`src/rtl/fifo_rd_ctrl_if.sv`:
```
// fifo_rd_ctrl_if: read-side port bundle of the async FIFO read controller.
//   master : read-domain user; drives rd_en and the synchronised Gray write pointer w2r_ptr.
//   slave  : fifo_rd_ctrl; drives rd_addr, rd_ptr, rd_empty, rd_almost_empty, rd_level
//            and rd_underflow when FIFO_RD_UNDERFLOW_EN is defined.
interface fifo_rd_ctrl_if #(parameter int ASIZE = 4);
  logic             rd_en;
  logic [ASIZE:0]   w2r_ptr;
  logic [ASIZE-1:0] rd_addr;
  logic [ASIZE:0]   rd_ptr;
  logic             rd_empty;
  logic             rd_almost_empty;
  logic [ASIZE:0]   rd_level;
`ifdef FIFO_RD_UNDERFLOW_EN
  logic             rd_underflow;
  modport master (output rd_en, w2r_ptr,
                  input  rd_addr, rd_ptr, rd_empty, rd_almost_empty, rd_level, rd_underflow);
  modport slave  (input  rd_en, w2r_ptr,
                  output rd_addr, rd_ptr, rd_empty, rd_almost_empty, rd_level, rd_underflow);
`else
  modport master (output rd_en, w2r_ptr,
                  input  rd_addr, rd_ptr, rd_empty, rd_almost_empty, rd_level);
  modport slave  (input  rd_en, w2r_ptr,
                  output rd_addr, rd_ptr, rd_empty, rd_almost_empty, rd_level);
`endif
endinterface

```
`src/rtl/fifo_rd_ctrl.sv`:
```
// fifo_rd_ctrl: async FIFO read-side controller (read pointer, RAM address, empty/level status).
//   rd_clk, rd_rst (async, active-high) : read-domain clock and reset
//   bus (slave) : rd_en, w2r_ptr in; rd_addr, rd_ptr, rd_empty, rd_almost_empty, rd_level out
//   Optional macro FIFO_RD_UNDERFLOW_EN adds the sticky rd_underflow output.
module fifo_rd_ctrl #(
  parameter int ASIZE     = 4,
  parameter int AE_THRESH = 2
) (
  input logic            rd_clk,
  input logic            rd_rst,
  fifo_rd_ctrl_if.slave  bus
);
  localparam logic [ASIZE:0] AE = AE_THRESH[ASIZE:0];
  logic [ASIZE:0] rbin_q, rbin_d, rgray_q, rgray_d, lvl_q, lvl_d, wbin_s;
  logic           empty_q, empty_d, ae_q, ae_d, rd_inc;
  // Gray-to-binary: bit g is the XOR of all Gray bits at or above g.
  for (genvar g = 0; g <= ASIZE; g++) begin : g2b
    assign wbin_s[g] = ^(bus.w2r_ptr >> g);
  end
  always_comb begin
    rd_inc  = bus.rd_en & ~empty_q;
    rbin_d  = rbin_q + {{ASIZE{1'b0}}, rd_inc};
    rgray_d = rbin_d ^ (rbin_d >> 1);
    // Status looks at the post-read pointer so the last read sets empty on the same edge.
    empty_d = rgray_d == bus.w2r_ptr;
    lvl_d   = wbin_s - rbin_d;
    ae_d    = lvl_d <= AE;
  end
  always_ff @(posedge rd_clk or posedge rd_rst)
    if (rd_rst) begin
      rbin_q  <= '0;
      rgray_q <= '0;
      lvl_q   <= '0;
      empty_q <= 1'b1;
      ae_q    <= 1'b1;
    end else begin
      rbin_q  <= rbin_d;
      rgray_q <= rgray_d;
      lvl_q   <= lvl_d;
      empty_q <= empty_d;
      ae_q    <= ae_d;
    end
`ifdef FIFO_RD_UNDERFLOW_EN
  logic uf_q;
  always_ff @(posedge rd_clk or posedge rd_rst)
    if (rd_rst) uf_q <= 1'b0;
    else        uf_q <= uf_q | (bus.rd_en & empty_q);
  assign bus.rd_underflow = uf_q;
`endif
  assign bus.rd_addr         = rbin_q[ASIZE-1:0];
  assign bus.rd_ptr          = rgray_q;
  assign bus.rd_empty        = empty_q;
  assign bus.rd_almost_empty = ae_q;
  assign bus.rd_level        = lvl_q;
endmodule

```
`src/flat_wrapper.sv`:
```
// flat-port wrapper written by rule: the top's interface ports become plain ports
module fifo_rd_ctrl_flat 
#(
  parameter int ASIZE     = 4,
  parameter int AE_THRESH = 2
)
  (rd_clk, rd_rst, bus_rd_en, bus_w2r_ptr, bus_rd_addr, bus_rd_ptr, bus_rd_empty, bus_rd_almost_empty, bus_rd_level);
  fifo_rd_ctrl_if #(.ASIZE(ASIZE)) bus_i ();
  input logic rd_clk;
  input logic rd_rst;
  input wire logic [$bits(bus_i.rd_en)-1:0] bus_rd_en;
  input wire logic [$bits(bus_i.w2r_ptr)-1:0] bus_w2r_ptr;
  output wire logic [$bits(bus_i.rd_addr)-1:0] bus_rd_addr;
  output wire logic [$bits(bus_i.rd_ptr)-1:0] bus_rd_ptr;
  output wire logic [$bits(bus_i.rd_empty)-1:0] bus_rd_empty;
  output wire logic [$bits(bus_i.rd_almost_empty)-1:0] bus_rd_almost_empty;
  output wire logic [$bits(bus_i.rd_level)-1:0] bus_rd_level;
  assign bus_i.rd_en = bus_rd_en;
  assign bus_i.w2r_ptr = bus_w2r_ptr;
  assign bus_rd_addr = bus_i.rd_addr;
  assign bus_rd_ptr = bus_i.rd_ptr;
  assign bus_rd_empty = bus_i.rd_empty;
  assign bus_rd_almost_empty = bus_i.rd_almost_empty;
  assign bus_rd_level = bus_i.rd_level;
  fifo_rd_ctrl #(.ASIZE(ASIZE), .AE_THRESH(AE_THRESH)) u_core (.rd_clk(rd_clk), .rd_rst(rd_rst), .bus(bus_i));
endmodule
```
`config.mk`:
```
export PLATFORM = sky130hd
export DESIGN_NAME = fifo_rd_ctrl_flat
export DESIGN_NICKNAME = d
export VERILOG_FILES = /design/src/rtl/fifo_rd_ctrl_if.sv /design/src/rtl/fifo_rd_ctrl.sv /design/src/flat_wrapper.sv
export SDC_FILE = /design/constraint.sdc
export NUM_CORES = 1
export LEC_CHECK = 0
export ABC_AREA = 1
export BUFFER_PORTS_ARGS = -buffer_cell sky130_fd_sc_hd__buf_2
export CORE_MARGIN = 2
export CORE_UTILIZATION = 40
export CTS_CLUSTER_SIZE = 40
export DETAILED_ROUTE_END_ITERATION = 10
export SLEW_MARGIN = 20
export SYNTH_ARGS = -nofsm -noshare
export SYNTH_HDL_FRONTEND = slang
export SYNTH_SLANG_ARGS = --single-unit
```
`constraint.sdc`:
```
create_clock -name rd_clk -period 2.69 [get_ports rd_clk]
set_input_delay 0.269 -clock rd_clk [delete_from_list [all_inputs] [get_ports rd_clk]]
set_output_delay 0.269 -clock rd_clk [all_outputs]
set_load 0.005 [all_outputs]
```
==> results.md <==
- GP Congestion: 0.842
- Mean Syn Cell Area: 8.22 um^2
- Final Non-Filler Cells: 175
- Core area: 2280 um^2
- Worst setup SP type: flop
- # setup viols final: 0
- CP cell instances: nor2_1 -> ha_1 -> ha_1 -> inv_1 -> nand3_2 -> nand2_1 -> inv_1 -> ha_1 -> inv_1 -> nand2_1 -> nand2_1 -> nand2_1 -> nor2_1 -> nand3_1 -> nor2_2
- Number of global-route vias before repair: 682
- Relative slew slack: 62.4%
- Die span in y: 53.6 um
- Crit path DAT: 2.49 ns
- Max Slew Vio Count: 0
- Vias per std cell: 4.54
- CP max stage cell: dfstp_2
- Worst-margin pin slew: 0.564 ns
- Synth warn: 0
- First-pass GRT wire length: 2820 um
- Remaining global-route overflow: 0
- Overall power: 1.49 mW
- HP Class: in2async
- Total wire length: 1710 um
- CP dominant cell by count: nand2_1
- DRT antenna net count: 0
- Worst VDD drop: 0.000584 V
- Leak: 0.673 nW
- Critical path type: reg2reg
- TritonCTS Sinks: 16
- DIE AREA: 2880 um^2
- Synthesis-to-layout area growth: 18.9%
- 1st-iter DRT viols: 3
- Synthesized area: 986 um^2
- Root Buffer: clkbuf_4
- Unrepaired setup endpoints after global routing: no
- Yosys cell types: 19
- # placed instances: 171
- I/O Pins: 24
- Hold_buf cts: 0
- CTS buffer count: 3
- Routed via count: 795
- Crit. End Element: flop
- Post-route setup TNS: 0 ns
- CTS tree: done
- Gr usage total: 13.6%
- H-tree depth: 1
- Final net count: 161
- Share of layout cells above drive strength 1: 31.3%
- Utilization after layout: 51.5%
- Power Density: 1270 nW/um^2
- Peak Freq: 440 MHz
- IO buf count: 23
- Largest net degree at the start of global routing: 17
- Detailed-router iteration count before antenna repair: 4
- DP HPWL: 1460 um
- Clock buffer depth: 2
- Worst path max stage delay: 0.54 ns
- #FFs+latches synth: 16
- Sequential cell area fraction in the yosys report: 40.9%
- Wire per inst: 9.74 um
- Post-CTS Repair Setup Buffers: 0
- Gate Count Post-Synth: 120
- Initial antenna violation count: 0
- Num rows: 17
- CTS clk-pin slew, worst paths: 0.09 ns
- Initial core utilization: 43.3%
- Period minus WS final: 2.27 ns
- Status: completed
- Worst-Skew Late Latency: 0.28 ns
- Post-CTS resize count: 0
- Max_cap viols: 0
- Final hold violation count: 0
- DRC: 0
- Syn nets: 133
- Ant. Diodes: 0
- Clock Skew: 0.00341 ns
- Final Cycle Share: 84.5%
- Die extent in x: 53.6 um
- Crit path required time: 2.91 ns
- Crit-path max FO: 5
==> cells in the mapped netlist <==
library cell / instances / area share, %
nand2_1: 33 / 13
inv_1: 16 / 6.1
dfrtp_1: 14 / 36
nand3_1: 11 / 5.6
nor2_1: 10 / 3.8
xor2_1: 9 / 8.0
ha_1: 5 / 6.3
nand2_2: 5 / 3.2
inv_2: 3 / 1.1
nand3_2: 3 / 3.0
dfstp_2: 2 / 5.3
nor2_2: 2 / 1.3
a21oi_1: 1 / 0.51
inv_4: 1 / 0.63
nand3b_1: 1 / 0.76
nand4_1: 1 / 0.63
nor2_4: 1 / 1.1
xnor2_4: 1 / 2.8
xor2_2: 1 / 1.7
==> power breakdown <==
part           switching, mW  internal [mW]  leakage, nW
Clock                 0.0694         0.0822       0.0210
Sequential            0.0597          0.375        0.186
Combinational          0.528          0.370        0.467
Total                  0.657          0.828        0.673
==> final timing paths <==
path,startpoint,to,slack (ns),cells past startpoint
setup / recovery,u_core.bus.rd_empty,u_core.bus.rd_almost_empty,0.42,15
hold / removal,rd_rst,u_core.rbin_q[3],0.03,2
setup reg to reg,u_core.bus.rd_empty,u_core.bus.rd_almost_empty,0.42,15
hold reg to reg,u_core.rbin_q[0],u_core.rbin_q[0],0.59,1
max in group asynchronous,rd_rst,u_core.bus.rd_almost_empty,2.29,2
min in group rd_clk,bus_w2r_ptr[3],u_core.bus.rd_empty,0.35,3
==> per-layer routing <==
| layer | vias to the layer above | part of all wire, % | track usage [%] |
|---|---|---|---|
| met5 | - | 0 | 0 |
| li1 | 425 | - | - |
| met3 | 2 | 3.0 | 1.67 |
| met4 | 0 | 1.3 | 7.69 |
| met1 | 354 | 48 | 17.8 |
| met2 | 14 | 48 | 21.6 |
==> sequential cells by signal, summed over array words and instances, names as in the netlist <==
name                        count
u_core.bus.rd_ptr               4
u_core.bus.rd_empty             1
u_core.bus.rd_level             5
u_core.rbin_q                   5
u_core.bus.rd_almost_empty      1
==> kinds of logic after synthesis <==
logic type,synth area share (%)
flops,40.9
buf+inv,7.87
simple gates,32.0
xor+xnor,12.4
compound gates,0.507
fa+ha+maj,6.35
==> cells in the final DEF, fill, tap and decap left out <==
master / netlist / final
nor2_4: 1 / 1
nor2_1: 10 / 10
xor2_1: 9 / 9
nand3_2: 3 / 3
dfrtp_1: 14 / 14
nor2_2: 2 / 2
ha_1: 5 / 5
inv_4: 1 / 1
nand3b_1: 1 / 1
xnor2_4: 1 / 1
inv_2: 3 / 3
nand2_1: 33 / 33
xor2_2: 1 / 1
clkbuf_8: 0 / 1
nand2_2: 5 / 5
dfstp_2: 2 / 2
a21oi_1: 1 / 1
nand3_1: 11 / 11
inv_1: 16 / 16
nand4_1: 1 / 1
buf_2: 0 / 23
clkbuf_4: 0 / 3
==> cell type report <==
cell class | count | area (um^2)
Timing Repair Buffer | 23 | 115
Sequential cell | 16 | 403
Inverter | 20 | 77.6
Clock buffer | 4 | 36.3
Fill cell | 223 | 1100
Multi-Input combinational cell | 84 | 505
Tap cell | 28 | 35.0
==> worst max-delay path: cells and delay by family (launching register included) <==
family,cells,cell delay (ns)
buffers and inverters,3,0.23
DFF,1,0.54
and+or+nand+nor,9,0.75
adders and majority gates,3,0.70
==> metrics by stage <==
step	area [um^2]	setup WS (ns)	hold slack, ns
floorplan	986	0.614	0.181
global placement	1140	0.499	0.350
detailed placement	1140	0.439	0.354
CTS	1170	0.417	0.0495
global route	1170	0.212	0.0785
finish	1170	0.416	0.0296
Note: power is estimated with default switching activity, not from simulation.
